`config.mk`:
```
export PLATFORM = sky130hd
export DESIGN_NAME = hex_scan_decoder_flat
export DESIGN_NICKNAME = d
export VERILOG_FILES = /design/src/rtl/hex_scan_decoder_pkg.sv /design/src/rtl/hex_scan_decoder_if.sv /design/src/rtl/hex_scan_decoder_seg_to_nibble.sv /design/src/rtl/hex_scan_decoder.sv /design/src/flat_wrapper.sv
export SDC_FILE = /design/constraint.sdc
export NUM_CORES = 1
export LEC_CHECK = 0
export BUFFER_PORTS_ARGS = -buffer_cell sky130_fd_sc_hd__buf_2
export CELL_PAD_IN_SITES_DETAIL_PLACEMENT = 1
export CELL_PAD_IN_SITES_GLOBAL_PLACEMENT = 1
export CORE_UTILIZATION = 42
export CTS_CLUSTER_DIAMETER = 50
export CTS_CLUSTER_SIZE = 12
export DETAILED_ROUTE_END_ITERATION = 10
export MAX_ROUTING_LAYER = met4
export PLACE_DENSITY_LB_ADDON = 0.12
export RECOVER_POWER = 25
export SETUP_SLACK_MARGIN = 0.15
export SLEW_MARGIN = 20
export SYNTH_ARGS = -nofsm -noshare
export SYNTH_HDL_FRONTEND = slang
export SYNTH_HIERARCHICAL = 1
export SYNTH_SLANG_ARGS = --single-unit
export TNS_END_PERCENT = 50
```
`constraint.sdc`:
```
create_clock -name clk -period 3.3 [get_ports clk]
set_input_delay 0.165 -clock clk [delete_from_list [all_inputs] [get_ports clk]]
set_output_delay 0.165 -clock clk [all_outputs]
set_load 0.01 [all_outputs]
```
`src/rtl/hex_scan_decoder_pkg.sv`:
```
// hex_pkg: segment table shared with the seven-segment encoder, plus the
// types and helpers used by the scan decoder.
//   SEG_0..SEG_F, SEG_BLANK : active-low patterns, bit0 = a .. bit6 = g
//   MAX_DIGITS              : upper bound on multiplexed digits
package hex_pkg;

  localparam int unsigned MAX_DIGITS = 8;

  localparam logic [6:0] SEG_0     = 7'd64;
  localparam logic [6:0] SEG_1     = 7'd121;
  localparam logic [6:0] SEG_2     = 7'd36;
  localparam logic [6:0] SEG_3     = 7'd48;
  localparam logic [6:0] SEG_4     = 7'd25;
  localparam logic [6:0] SEG_5     = 7'd18;
  localparam logic [6:0] SEG_6     = 7'd2;
  localparam logic [6:0] SEG_7     = 7'd120;
  localparam logic [6:0] SEG_8     = 7'd0;
  localparam logic [6:0] SEG_9     = 7'd16;
  localparam logic [6:0] SEG_A     = 7'd8;
  localparam logic [6:0] SEG_B     = 7'd3;
  localparam logic [6:0] SEG_C     = 7'd39;
  localparam logic [6:0] SEG_D     = 7'd33;
  localparam logic [6:0] SEG_E     = 7'd6;
  localparam logic [6:0] SEG_F     = 7'd14;
  localparam logic [6:0] SEG_BLANK = 7'd127;

  typedef enum logic [1:0] {
    ST_WAIT,
    ST_COUNT,
    ST_HOLD
  } scan_state_e;

  typedef struct packed {
    logic       legal;
    logic       blank;
    logic [3:0] nibble;
  } seg_decode_t;

  // Exactly one bit set; zero and multi-hot both fail.
  function automatic logic is_onehot(input logic [MAX_DIGITS-1:0] v);
    return (v != '0) && ((v & (v - 1'b1)) == '0);
  endfunction

endpackage

```
`src/rtl/hex_scan_decoder_if.sv`:
```
// Bus between a multiplexed seven-segment source and the scan decoder.
//   master : drives seg_in / dig_sel, observes decoded results
//   slave  : the decoder (receives the bus, drives the results)
interface hex_scan_decoder_if #(
  parameter int unsigned NUM_DIGITS = 4
);
  logic [6:0]              seg_in;
  logic [NUM_DIGITS-1:0]   dig_sel;
  logic [4*NUM_DIGITS-1:0] value;
  logic [NUM_DIGITS-1:0]   digit_valid;
  logic                    update;
  logic [2:0]              update_idx;
  logic                    err;
  logic [7:0]              err_count;

  modport master (
    output seg_in, dig_sel,
    input  value, digit_valid, update, update_idx, err, err_count
  );

  modport slave (
    input  seg_in, dig_sel,
    output value, digit_valid, update, update_idx, err, err_count
  );
endinterface

```
`src/rtl/hex_scan_decoder_seg_to_nibble.sv`:
```
// seg_to_nibble: combinational decode of an active-low 7-bit segment
// pattern against the shared table.
//   seg : pattern, bit0 = a .. bit6 = g
//   dec : {legal, blank, nibble}; blank and illegal both report legal = 0
module seg_to_nibble
  import hex_pkg::*;
(
  input  logic [6:0]  seg,
  output seg_decode_t dec
);

  always_comb begin
    dec.legal  = 1'b1;
    dec.blank  = 1'b0;
    dec.nibble = '0;
    case (seg)
      SEG_0: dec.nibble = 4'h0;
      SEG_1: dec.nibble = 4'h1;
      SEG_2: dec.nibble = 4'h2;
      SEG_3: dec.nibble = 4'h3;
      SEG_4: dec.nibble = 4'h4;
      SEG_5: dec.nibble = 4'h5;
      SEG_6: dec.nibble = 4'h6;
      SEG_7: dec.nibble = 4'h7;
      SEG_8: dec.nibble = 4'h8;
      SEG_9: dec.nibble = 4'h9;
      SEG_A: dec.nibble = 4'hA;
      SEG_B: dec.nibble = 4'hB;
      SEG_C: dec.nibble = 4'hC;
      SEG_D: dec.nibble = 4'hD;
      SEG_E: dec.nibble = 4'hE;
      SEG_F: dec.nibble = 4'hF;
      SEG_BLANK: begin
        dec.legal = 1'b0;
        dec.blank = 1'b1;
      end
      default: dec.legal = 1'b0;
    endcase
  end

endmodule

```
`src/rtl/hex_scan_decoder.sv`:
```
// hex_scan_decoder: recovers per-digit nibbles from a multiplexed,
// active-low seven-segment bus with one-hot digit strobes.
//   clk, rst_n : system clock, async active-low reset
//   bus        : slave side of hex_scan_decoder_if
//     seg_in, dig_sel          : raw asynchronous display pins
//     value, digit_valid       : decoded digit register file
//     update, update_idx       : pulse + index per legal commit
//     err, err_count           : pulse per illegal commit, saturating count
module hex_scan_decoder
  import hex_pkg::*;
#(
  parameter int unsigned NUM_DIGITS    = 4,
  parameter int unsigned STABLE_CYCLES = 3
) (
  input logic               clk,
  input logic               rst_n,
  hex_scan_decoder_if.slave bus
);

  logic [6:0]              seg_s1, seg_s, seg_l;
  logic [NUM_DIGITS-1:0]   sel_s1, sel_s, sel_l;
  scan_state_e             state;
  logic [7:0]              count;
  logic [8:0]              cnt_inc;
  logic                    changed, commit, onehot;
  logic [2:0]              idx;
  seg_decode_t             dec;

  logic [4*NUM_DIGITS-1:0] value_q;
  logic [NUM_DIGITS-1:0]   valid_q;
  logic                    update_q, err_q;
  logic [2:0]              update_idx_q;
  logic [7:0]              err_count_q;

  seg_to_nibble u_dec (
    .seg (seg_s),
    .dec (dec)
  );

  always_comb begin
    changed = (seg_s != seg_l) || (sel_s != sel_l);
    cnt_inc = {1'b0, count} + 9'd1;
    onehot  = is_onehot(MAX_DIGITS'(sel_s));
    // A change of S restarts the count at 1, so only STABLE_CYCLES = 1
    // can commit on the very sample that differs; otherwise a change on
    // the would-be commit edge cancels it.
    if (changed)
      commit = (STABLE_CYCLES == 1);
    else
      commit = (state != ST_HOLD) && (cnt_inc >= 9'(STABLE_CYCLES));
    idx = '0;
    for (int unsigned i = 0; i < NUM_DIGITS; i++)
      if (sel_s[i]) idx = 3'(i);
  end

  always_ff @(posedge clk or negedge rst_n) begin
    if (!rst_n) begin
      seg_s1       <= SEG_BLANK;
      seg_s        <= SEG_BLANK;
      seg_l        <= SEG_BLANK;
      sel_s1       <= '0;
      sel_s        <= '0;
      sel_l        <= '0;
      state        <= ST_WAIT;
      count        <= 8'd1;
      value_q      <= '0;
      valid_q      <= '0;
      update_q     <= 1'b0;
      update_idx_q <= '0;
      err_q        <= 1'b0;
      err_count_q  <= '0;
    end else begin
      seg_s1   <= bus.seg_in;
      sel_s1   <= bus.dig_sel;
      seg_s    <= seg_s1;
      sel_s    <= sel_s1;
      seg_l    <= seg_s;
      sel_l    <= sel_s;
      update_q <= 1'b0;
      err_q    <= 1'b0;

      if (changed) begin
        count <= 8'd1;
        state <= commit ? ST_HOLD : ST_WAIT;
      end else if (state != ST_HOLD) begin
        if (commit) begin
          state <= ST_HOLD;
        end else begin
          count <= cnt_inc[7:0];
          state <= ST_COUNT;
        end
      end

      if (commit && onehot) begin
        for (int unsigned i = 0; i < NUM_DIGITS; i++) begin
          if (sel_s[i]) begin
            if (dec.legal) begin
              value_q[4*i +: 4] <= dec.nibble;
              valid_q[i]        <= 1'b1;
            end else begin
              valid_q[i] <= 1'b0;
            end
          end
        end
        if (dec.legal) begin
          update_q     <= 1'b1;
          update_idx_q <= idx;
        end else if (!dec.blank) begin
          err_q <= 1'b1;
          if (err_count_q != 8'hFF) err_count_q <= err_count_q + 8'd1;
        end
      end
    end
  end

  assign bus.value       = value_q;
  assign bus.digit_valid = valid_q;
  assign bus.update      = update_q;
  assign bus.update_idx  = update_idx_q;
  assign bus.err         = err_q;
  assign bus.err_count   = err_count_q;

endmodule

```
`src/flat_wrapper.sv`:
```
// flat-port wrapper written by rule: the top's interface ports become plain ports
module hex_scan_decoder_flat import hex_pkg::*;
#(
  parameter int unsigned NUM_DIGITS    = 4,
  parameter int unsigned STABLE_CYCLES = 3
)
  (clk, rst_n, bus_seg_in, bus_dig_sel, bus_value, bus_digit_valid, bus_update, bus_update_idx, bus_err, bus_err_count);
  hex_scan_decoder_if #(.NUM_DIGITS(NUM_DIGITS)) bus_i ();
  input logic clk;
  input logic rst_n;
  input wire logic [$bits(bus_i.seg_in)-1:0] bus_seg_in;
  input wire logic [$bits(bus_i.dig_sel)-1:0] bus_dig_sel;
  output wire logic [$bits(bus_i.value)-1:0] bus_value;
  output wire logic [$bits(bus_i.digit_valid)-1:0] bus_digit_valid;
  output wire logic [$bits(bus_i.update)-1:0] bus_update;
  output wire logic [$bits(bus_i.update_idx)-1:0] bus_update_idx;
  output wire logic [$bits(bus_i.err)-1:0] bus_err;
  output wire logic [$bits(bus_i.err_count)-1:0] bus_err_count;
  assign bus_i.seg_in = bus_seg_in;
  assign bus_i.dig_sel = bus_dig_sel;
  assign bus_value = bus_i.value;
  assign bus_digit_valid = bus_i.digit_valid;
  assign bus_update = bus_i.update;
  assign bus_update_idx = bus_i.update_idx;
  assign bus_err = bus_i.err;
  assign bus_err_count = bus_i.err_count;
  hex_scan_decoder #(.NUM_DIGITS(NUM_DIGITS), .STABLE_CYCLES(STABLE_CYCLES)) u_core (.clk(clk), .rst_n(rst_n), .bus(bus_i));
endmodule
```
## After elaboration in Yosys (flattened, before gate mapping)

Index checks and enable logic that the tools add are counted.

| storage, ports and cells | value |
|---|---|
| input port bits | 13 |
| word-level logic and storage cells | 87 |
| register bits after elaboration | 76 |
| bits in read-only memories | 0 |
| bits in latches | 0 |
| memory bits (writable) | 0 |
| memories | 0 |
| output and inout port bits | 33 |

| cells by class | value |
|---|---|
| $mul | 0 |
| reductions and logical operators | 20 |
| divide/modulo/power cells | 0 |
| muxes and demuxes | 19 |
| add/sub/neg operators | 3 |
| bitwise logic cells | 3 |
| shift operators | 0 |
| equal/unequal tests | 21 |
| order comparisons | 1 |

Operator list:

| kind | count |
|---|---|
| $pmux 4 s15 | 1 |
| $eq 7x6->1 const B | 4 |
| $eq 7x7->1 const B | 4 |
| $mux 8 | 3 |
| $eq 7x5->1 const B | 3 |
| $reduce_or 16->1 | 1 |
| $eq 7x2->1 const B | 2 |
| $eq 7x4->1 const B | 2 |
| $mux 2 | 6 |
| $reduce_and 2->1 | 6 |
| $reduce_and 3->1 | 4 |
| $add 8x1->9 const B | 1 |
| $ge 9x2->1 const B | 1 |
| $mux 1 | 9 |
| $add 8x1->8 const B | 1 |
| $and 4x8->8 | 1 |
| $logic_not 8->1 | 1 |
| $ne 8x8->1 const B | 1 |
| $eq 7x3->1 const B | 1 |
| $logic_not 7->1 | 1 |
| $ne 7x7->1 | 1 |
| $sub 4x1->5 const B | 1 |
| $ne 4x4->1 | 1 |
| $reduce_and 4->1 | 1 |
| 7 further kinds | 10 |

## Logic depth before layout (Yosys ltp)

Gate-level depths: netlist of run 1.

| depth | value |
|---|---|
| depth after elaboration | 7 |
| gate-level depth with buffers | 11 |
| gate-level depth less buffers | 8 |

## Modules after synthesis

Netlist of run 1, hierarchy kept.

Modules (own cells, without submodules):

| module | cells each | sequential area each (sq um) | area each (sq um) | instances |
|---|---|---|---|---|
| hex_scan_decoder | 204 | 1904.3 | 2974.1 | 1 |
| seg_to_nibble | 59 | 0.0 | 396.6 | 1 |

## Least setup slack after synthesis of run 1

OpenSTA, ideal clock, no wires.

| path | value |
|---|---|
| path kind | reg-to-reg |
| start | register u_core.seg_s[0] |
| end | register u_core.err_count_q[1], in the netlist u_core/bus.err_count[1] |
| stages on the path, launching flop included | 10 |
| setup slack | 0.081 ns |
| required time | 3.172 ns |
| library setup time | 0.128 ns |
| arrival time | 3.092 ns |
| clock period less this slack | 3.219 ns |
| cell sequence | dfstp_2 -> buf_4 -> and3b_1 -> o31ai_2 -> o311ai_2 -> nand3b_1 -> clkbuf_1 -> a311oi_1 -> or4b_1 -> mux2_1 |

RTL lines:

| item | line | RTL |
|---|---|---|
| from (decl) | hex_scan_decoder.sv:20 | `logic [6:0] seg_s1, seg_s, seg_l;` |
| from (signal assigned) | hex_scan_decoder.sv:75 | `seg_s <= seg_s1;` |
| to (signal assigned) | hex_scan_decoder.sv:110 | `if (err_count_q != 8'hFF) err_count_q <= err_count_q + 8'd1;` |
| to (decl) | hex_scan_decoder.sv:33 | `logic [7:0] err_count_q;` |

==> run metrics, run 1 <==
ANT nets after route 0; Critical Path AT 3.27 ns; Site Rows 32; die height 91.59 µm; largest net degree at the start of global routing 31; Top Ports 46; Final Critical Period 3.020 ns; CTS H-tree depth 3; port bufs 44; PwrDens 444.6 nW/µm²; maximum vdd drop 0.0002781 V; drc violations 0; area share of the leading cell type in the synthesized netlist 0.3935; share of cells above drive strength 1 0.3731; Fmax 331.1 MHz; Hold Crit Class reg -> reg; Synth-to-Final Area Change 19.56%; WHS 0.3550 ns; Unique masters post-synth 58; top_reg_cell synth dfrtp_1; WL final 7267 µm; nature of the critical path endpoint register; flop2flop setup slack 0.28 ns; worst-path maximum fanout 14; Starting Density 0.4362; top area cells in the synthesized netlist dfrtp_1, dfstp_2, mux2_4, xor2_1, mux2_2; Post-synth ARST share 1.000; die width 91.59 µm; Floorplan Core Area 7727 µm²; RSZ-0062 raised after global routing yes; Leak Pwr 1.916 nW; global-route wire length before repair 12680 µm; clock sinks 75; All-Layer GR Usage 0.2034; flops & latches, synth 75; Max-cap violations 1; Critical Path Source Type register; grt ovf 0; Die ar. 8388 µm²; reg2reg start u_core/seg_s[0]$_DFF_PN1_; Setup TNS Final 0 ns; outcome finished, violations left; routed vias 2269; Total Power 1.792 mW; Worst Path Buf+Inv 1; Worst Setup SP u_core/seg_s[0]$_DFF_PN1_; initial antenna violation count 0; register area share after synthesis 0.5650; CP peak stage delay 0.67 ns; HPWL Detailed 5105 µm; CTS max path bufs 2; Slowest cell on crit path dfstp_2; Nets 338; per-cell routed wire length 16.94 µm; CTS Buf Count 9; final hold violations 0; gpl congestion 0.7280; EDFF count, synth 0; first drt pass iteration count 4; CP required 3.55 ns; Vias/cell 5.289; violated checks capacitance limit, slew limit; CP Depth 8; final slew viol count 31; Crit path max-delay family simple AND/OR/NAND/NOR gates; total number of yosys warnings 6; Setup Fix Bufs, Post-CTS 0; Most common cell on crit path nand3b_1; Yosys top cell by area dfrtp_1; Worst Reg-to-Reg Cells 8; clock skew 0.007445 ns; Setup CP Type reg -> reg; synthesized area 3371 µm²; Cell Chain, Critical Path nand3b_1, a2111o_1, o311ai_2, nand3b_1, buf_4, nand2_1, or4_1, mux2_4; worst skew pair latency 0.36 ns; Worst-path clk slew 0.09 ns; CP Capture Point u_core/bus.value[12]$_DFFE_PN0P_; Final Setup Violations 0; CTS tree built; 1st-iter DRT viols 111; reg2reg end u_core/bus.value[12]$_DFFE_PN0P_; Post-Synthesis Cells 263; vias in the first global route 2380; syn_nets 279; Slew @ Worst Pin 1.645 ns; diode count 0; synthesized area per cell 12.82 µm²; Root Buffer clkbuf_8; slew margin rel. -0.09644; Final period util 0.9151
## report_power, final
part	switching, mW	internal, mW	leakage [nW]
Clock	0.405	0.301	0.103
Sequential	0.0270	0.949	0.942
Combinational	0.0638	0.0453	0.872
## area by class of cell
type | count | area, µm²
fill | 812 | 3697
sequential | 75 | 1904
multi-input combinational | 164 | 1359
timing repair buffer | 66 | 414.1
tap | 102 | 127.6
clock buffer | 9 | 123.9
clock inverter | 7 | 78.83
inverter | 6 | 22.52
## cells by family after synthesis
logic type	synth area share
xor gates and xnor gates	0.05420
other	0.001113
and+or+nand+nor	0.1652
adders and majority gates	0.01114
AOI/OAI and AO/OA	0.07164
buffers and inverters	0.04231
DFF	0.5650
muxes	0.08946
## layer usage
layer / vias up / GRT usage / routed length (µm) / share of wire
li1: 1070 / - / - / -
met1: 1153 / 0.2833 / 3587 / 0.49
met2: 40 / 0.2939 / 3382 / 0.47
met3: 6 / 0.05276 / 247 / 0.034
met4: 0 / 0.05556 / 51 / 0.0070
met5: - / - / 0 / 0
## cell usage in the layout (no fill, tap or decap), drive strengths merged, types with 2 or more instances in the layout
| cell | synthesis | final |
|---|---|---|
| clkinv | 0 | 2 |
| inv | 6 | 11 |
| ha | 3 | 3 |
| a211oi | 2 | 2 |
| a21oi | 7 | 7 |
| and3 | 6 | 6 |
| clkbuf | 4 | 10 |
| dlygate4sd3 | 0 | 12 |
| nand3b | 3 | 3 |
| nor2 | 7 | 7 |
| xnor2 | 3 | 3 |
| or2 | 3 | 3 |
| o21ai | 8 | 8 |
| nand2b | 3 | 3 |
| xor2 | 17 | 17 |
| buf | 14 | 53 |
| nor4 | 13 | 13 |
| mux2 | 21 | 21 |
| a2111oi | 2 | 2 |
| mux2i | 2 | 2 |
| nand2 | 10 | 10 |
| o31ai | 3 | 3 |
| or4 | 3 | 3 |
| nor3b | 2 | 2 |
| or3b | 2 | 2 |
| nand3 | 3 | 3 |
| dfstp | 22 | 22 |
| a311oi | 2 | 2 |
| nor4b | 6 | 6 |
| nand4 | 5 | 5 |
| and2 | 6 | 6 |
| a31oi | 2 | 2 |
| nor2b | 2 | 2 |
| nor3 | 6 | 6 |
| dfrtp | 53 | 53 |
## flip-flops by register name (all words and copies together) (netlist names)
| name | count |
|---|---|
| u_core/seg_l | 7 |
| u_core/sel_s | 4 |
| u_core/seg_s | 7 |
| u_core/state | 2 |
| u_core/bus.err_count | 8 |
| u_core/sel_l | 4 |
| u_core/bus.update | 1 |
| u_core/seg_s1 | 7 |
| u_core/bus.digit_valid | 4 |
| u_core/count | 8 |
| u_core/bus.err | 1 |
| u_core/bus.update_idx | 2 |
| u_core/sel_s1 | 4 |
| u_core/bus.value | 16 |
## metrics by stage
step                      instances  setup WS [ns]  instance area (µm²)    util
after global routing            429        0.08912                 4030  0.5215
after CTS                       429         0.2525                 4015  0.5196
after detailed placement        401         0.2679                 3692  0.4778
after floorplan                 263         0.2259                 3377       -
final                           429         0.2800                 4030  0.5215
after global placement          401         0.3489                 3692  0.4778
## cell usage after synthesis (all sizes together) (7+ instances only)
cell and number:
a21oi 7, buf 14, dfrtp 53, dfstp 22, mux2 21, nand2 10, nor2 7, nor4 13
o21ai 8, xor2 17
## timing repair
| action | CTS | global route |
|---|---|---|
| hold endpoints to repair | 28 | 0 |
| setup endpoints to repair | 0 | 16 |
| resized for setup | 0 | 3 |
| hold buffers | 12 | 0 |
## worst min path at each step
stage,start,endpoint,cells past startpoint
after global routing,u_core/seg_s1[2]$_DFF_PN1_,u_core/seg_s[2]$_DFF_PN1_,0
after floorplan,rst_n,u_core/bus.digit_valid[0]$_DFFE_PN0P_,0
after CTS,u_core/sel_s1[1]$_DFF_PN0_,u_core/sel_s[1]$_DFF_PN0_,0
after detailed placement,rst_n,u_core/bus.err_count[6]$_DFFE_PN0P_,1
after global placement,rst_n,u_core/bus.err_count[7]$_DFFE_PN0P_,1
final,u_core/sel_s1[1]$_DFF_PN0_,u_core/sel_s[1]$_DFF_PN0_,0
Note: power is estimated with default switching activity, not from simulation.
==> run 2: changes to the inputs <==
- CORE_UTILIZATION: 42 -> 39
==> run 2 against run 1 <==
The run still ends with capacitance limit, slew limit left; sequential share of layout area up 0.12 points; register-to-register slack improved by 0.05 ns; combinational power barely moved; sequential cell count unchanged; power increased by 0.59%; utilization decreased by 3.7 points; critical path depth stayed put; wire length grew 1.4%; clock skew decreased by 0.0035 ns.
==> run metrics, run 2 (synthesis results as in run 1) <==
Die ar. 9018 µm²; clock skew 0.003959 ns; outcome finished, violations left; 1st-iter DRT viols 64; final instance area 4020 µm²; Root Buffer clkbuf_8; All-Layer GR Usage 0.1908; Fmax 336.7 MHz; post-route setup slack 0.3300 ns; Worst Setup SP u_core/seg_s[5]$_DFF_PN1_; Hold Path Origin u_core/sel_s1[1]$_DFF_PN0_; gpl congestion 0.7533; drc violations 0; Slowest cell on crit path dfstp_2; WL final 7368 µm; CP peak stage delay 0.68 ns; port bufs 44; Place WS 0.3570 ns; Cell Chain, Critical Path nand3b_1, a2111o_1, o311ai_2, nand3b_1, buf_4, nand2_1, or4_1, mux2_4; CP required 3.53 ns; Setup CP Type reg -> reg; Setup TNS Final 0 ns; Final Setup Violations 0; Worst Reg-to-Reg Cells 8; Floorplan Core Area 8299 µm²; Most common cell on crit path nand3b_1; CTS Buf Count 9; violated checks capacitance limit, slew limit; Max-cap violations 1; flop2flop setup slack 0.33 ns; Setup Fix Bufs, Post-CTS 0; Starting Density 0.4062; worst skew pair latency 0.34 ns; Top Ports 46; Total Power 1.802 mW; ANT nets after route 0; Synth-to-Final Area Change 19.27%; diode count 0; routed vias 2242; DP Area 3711 µm²; final slew viol count 76; CTS tree built; Critical Path Source Type register; HPWL Detailed 5012 µm; Leak Pwr 1.906 nW; hold path depth 0; max reg flops 16; Final Critical Period 2.970 ns; # hold bufs at CTS 11; share of cells above drive strength 1 0.3811; Site Rows 33; maximum vdd drop 0.0002486 V; global-route wire length before repair 12320 µm; reg2reg end u_core/bus.value[13]$_DFFE_PN0P_; vias in the first global route 2335; CTS H-tree depth 3; worst-path maximum fanout 13; first drt pass iteration count 4; per-cell routed wire length 17.02 µm; grt ovf 0; PwrDens 448.3 nW/µm²; final hold violations 0; Worst-path clk slew 0.08 ns; utilization after layout 0.4844; Hold EP u_core/sel_s[1]$_DFF_PN0_; slew margin rel. -0.1984; Slew @ Worst Pin 1.798 ns; Nets 339; CTS resizes 0; Vias/cell 5.178; reg2reg start u_core/seg_s[5]$_DFF_PN1_; clock sinks 75; CTS max path bufs 2; die height 94.97 µm; most frequent cells in the layout dfrtp_1, buf_2, dfstp_2, xor2_1, mux2_4; die width 94.97 µm; Final period util 0.9000; Critical Path AT 3.20 ns; initial antenna violation count 0; Hold Crit Class reg -> reg; largest net degree at the start of global routing 76; RSZ-0062 raised after global routing no; nature of the critical path endpoint register; commonest non-fill, non-tap cell in the layout dfrtp_1
==> run 2: worst max path at each step <==
stage | to | slack [ns] | cells past startpoint
CTS | u_core/bus.value[13]$_DFFE_PN0P_ | 0.31 | 8
floorplan | u_core/bus.err_count[1]$_DFFE_PN0P_ | 0.23 | 9
finish | u_core/bus.value[13]$_DFFE_PN0P_ | 0.33 | 8
global route | u_core/bus.value[13]$_DFFE_PN0P_ | 0.18 | 8
detailed placement | u_core/bus.value[9]$_DFFE_PN0P_ | 0.36 | 8
global placement | u_core/bus.value[12]$_DFFE_PN0P_ | 0.36 | 8
==> run 2: critical path: cells and delay by family (launching register included) <==
family	cells	cell delay, ns
buffers and inverters	1	0.21
multiplexers	1	0.36
AND/OR/NAND/NOR	4	1.06
flip-flops	1	0.68
AO/OA/AOI/OAI	2	0.57
==> run 2: metrics by stage <==
step                hold WS (ns)  instances
finish                    0.3516        433
floorplan                -0.1306        263
global route              0.3625        433
global placement          0.2693        406
CTS                      0.06804        433
detailed placement        0.2717        406
==> run 2: final cells by class <==
cell class,instances,area [µm²]
Clock buffer,10,137.6
Clock inverter,6,63.81
Multi-Input combinational cell,164,1343
Timing Repair Buffer,67,417.9
Fill cell,873,4279
Tap cell,105,131.4
Sequential cell,75,1904
Inverter,6,22.52
==> run 2: metal layers <==
layer | track usage | part of all wire | up-vias
li1 | - | - | 1059
met1 | 0.2616 | 0.49 | 1146
met2 | 0.2794 | 0.48 | 30
met3 | 0.04589 | 0.025 | 7
met4 | 0.05808 | 0.011 | 0
met5 | - | 0 | -
==> run 2: report_power, final <==
group	total, mW	switching, mW	internal (mW)
registers	0.973	0.0236	0.949
logic	0.112	0.0669	0.0456
clock network	0.717	0.347	0.370
total	1.80	0.438	1.36
==> run 3: changes to the inputs <==
- clock period: 3.3 -> 3.05 ns (I/O delays scaled with it)
==> run 3 against run 2 <==
The run still ends with capacitance limit, slew limit left; count of clock-buffer cells in the layout increased by 1; critical path type unchanged; sequential cell count unchanged; critical endpoint is now u_core/bus.err_count[1]$_DFFE_PN0P_; combinational power increased by 16%; register-to-register slack worse by 0.10 ns; critical path depth is 1 lower; highest routed layer unchanged.
==> run metrics, run 3 (synthesis results as in run 1) <==
Fmax 354.0 MHz; Floorplan Core Area 8299 µm²; DR top layer met4; wire length on met2 3821 µm; Nets 347; share of cells above drive strength 1 0.3542; RSZ-0062 raised after global routing no; footprint of the multi-input gates 1373 µm²; Final period util 0.9262; WHS 0.3555 ns; first drt pass iteration count 4; Slew @ Worst Pin 1.831 ns; Setup TNS Final 0 ns; Root Buffer clkbuf_8; met1 WL 3711 µm; outcome finished, violations left; Starting Density 0.4062; flop2flop setup slack 0.23 ns; post-route non-filler standard cell count 441; switching share of power 0.2564; HPWL Detailed 5182 µm; Critical Path AT 3.06 ns; final slew viol count 76; fillcell total 886; port bufs 44; post-route setup slack 0.2252 ns; routed vias 2305; die width 94.97 µm; clock skew 0.009598 ns; Vias/cell 5.227; final hold violations 0; cell-internal power 1.401 mW; slew margin rel. -0.2206; CTS H-tree depth 3; largest net degree at the start of global routing 76; Setup CP Type reg -> reg; All-Layer GR Usage 0.1994; vias in the first global route 2445; Critical Path Source Type register; Post-Place Cells 407; drc violations 0; reg2reg end u_core/bus.err_count[1]$_DFFE_PN0P_; Max-cap violations 1; violated checks capacitance limit, slew limit; initial antenna violation count 0; WL final 7789 µm; Hold EP u_core/sel_s[0]$_DFF_PN0_; clock group share of total power 0.372; ANT nets after route 0; most frequent cells in the layout dfrtp_1, buf_2, buf_4, xor2_1, dfstp_2; CTS tree built; CTS Buf Count 9; grt ovf 0; Switch Pwr 0.4830 mW; Final Critical Period 2.825 ns; commonest non-fill, non-tap cell in the layout dfrtp_1; CP required 3.29 ns; Worst Reg-to-Reg Cells 7; clock sinks 75; Leak Pwr 1.889 nW; hold path depth 0; combinational power share 0.069; Hold Crit Class reg -> reg; Reg power frac 0.559; max reg flops 16; global-route wire length before repair 12980 µm; Top Ports 46; Final Setup Violations 0; diode count 0; nature of the critical path endpoint register; Place WS 0.2081 ns; Hold Path Origin u_core/sel_s1[0]$_DFF_PN0_; maximum vdd drop 0.0002015 V; gpl congestion 0.8015; Routed met3 length 190 µm; Site Rows 33; Die ar. 9018 µm²; Synth-to-Final Area Change 20.97%; die height 94.97 µm; CTS max path bufs 2; worst skew pair latency 0.35 ns; worst-path maximum fanout 5; per-cell routed wire length 17.66 µm; FF+latch area 1904 µm²; 1st-iter DRT viols 82; Worst-path clk slew 0.08 ns; PwrDens 462.0 nW/µm²; reg2reg start u_core/seg_s[3]$_DFF_PN1_
## run 3: changes by cell type in the layout (fill, tap and decap cells not counted), sizes merged
cell,delta
clkbuf,+12
buf,-4
bufinv,-1
dlygate4sd3,+1
## run 3: how the worst max path moves through the flow
stage	to	slack [ns]	start
global route	u_core/bus.value[1]$_DFFE_PN0P_	0.14	u_core/seg_s[5]$_DFF_PN1_
detailed placement	u_core/bus.value[4]$_DFFE_PN0P_	0.21	u_core/seg_s[0]$_DFF_PN1_
CTS	u_core/bus.value[15]$_DFFE_PN0P_	0.20	u_core/seg_s[0]$_DFF_PN1_
global placement	u_core/bus.value[6]$_DFFE_PN0P_	0.24	u_core/seg_s[0]$_DFF_PN1_
floorplan	u_core/bus.err_count[1]$_DFFE_PN0P_	0.11	u_core/seg_s[3]$_DFF_PN1_
finish	u_core/bus.err_count[1]$_DFFE_PN0P_	0.23	u_core/seg_s[3]$_DFF_PN1_
## run 3: per-stage QoR
step                  util  instance area (µm²)  total power [mW]
finish              0.4913                 4078             1.884
floorplan                -                 3406             1.136
global route        0.4913                 4078             1.973
detailed placement  0.4506                 3740             1.186
CTS                 0.4867                 4039             1.913
global placement    0.4506                 3740             1.184
## run 3: final cells by class
type                    count  share of cell area
well taps                 105             0.03222
flip-flops and latches     75              0.4670
clock buffers              11             0.03467
inverters                   6            0.005523
multi-input cells         164              0.3366
repair buffers             75              0.1148
clock inverters             5            0.009205
## run 3: timing repair
item,4_1_cts,5_1_grt
endpoints found under the setup margin,0,13
buffers inserted,0,6
hold endpoints to repair,50,0
hold buffers,12,0
gates resized for setup,0,3
## run 3: critical path: stages, from the launching register on
cell	delay, ns
dfstp_1	0.61
and4bb_2	0.26
o31ai_2	0.33
o311ai_2	0.17
nand3b_1	0.24
a311oi_4	0.27
or4b_4	0.52
mux2_4	0.31
## run 3: routing by layer
layer	track usage	vias to the layer above
met2	0.3082	31
met1	0.2607	1184
met4	0.04924	0
met3	0.05314	6
li1	-	1084
met5	-	-
## run 3: power groups by stage
stage / Sequential [mW] / Combinational [mW] / Clock, mW
2_1_floorplan: 1.06 / 0.0768 / 0
3_3_place_gp: 1.07 / 0.110 / 0
3_5_place_dp: 1.07 / 0.112 / 0
4_1_cts: 1.06 / 0.125 / 0.732
5_1_grt: 1.06 / 0.146 / 0.772
6_report: 1.05 / 0.130 / 0.701
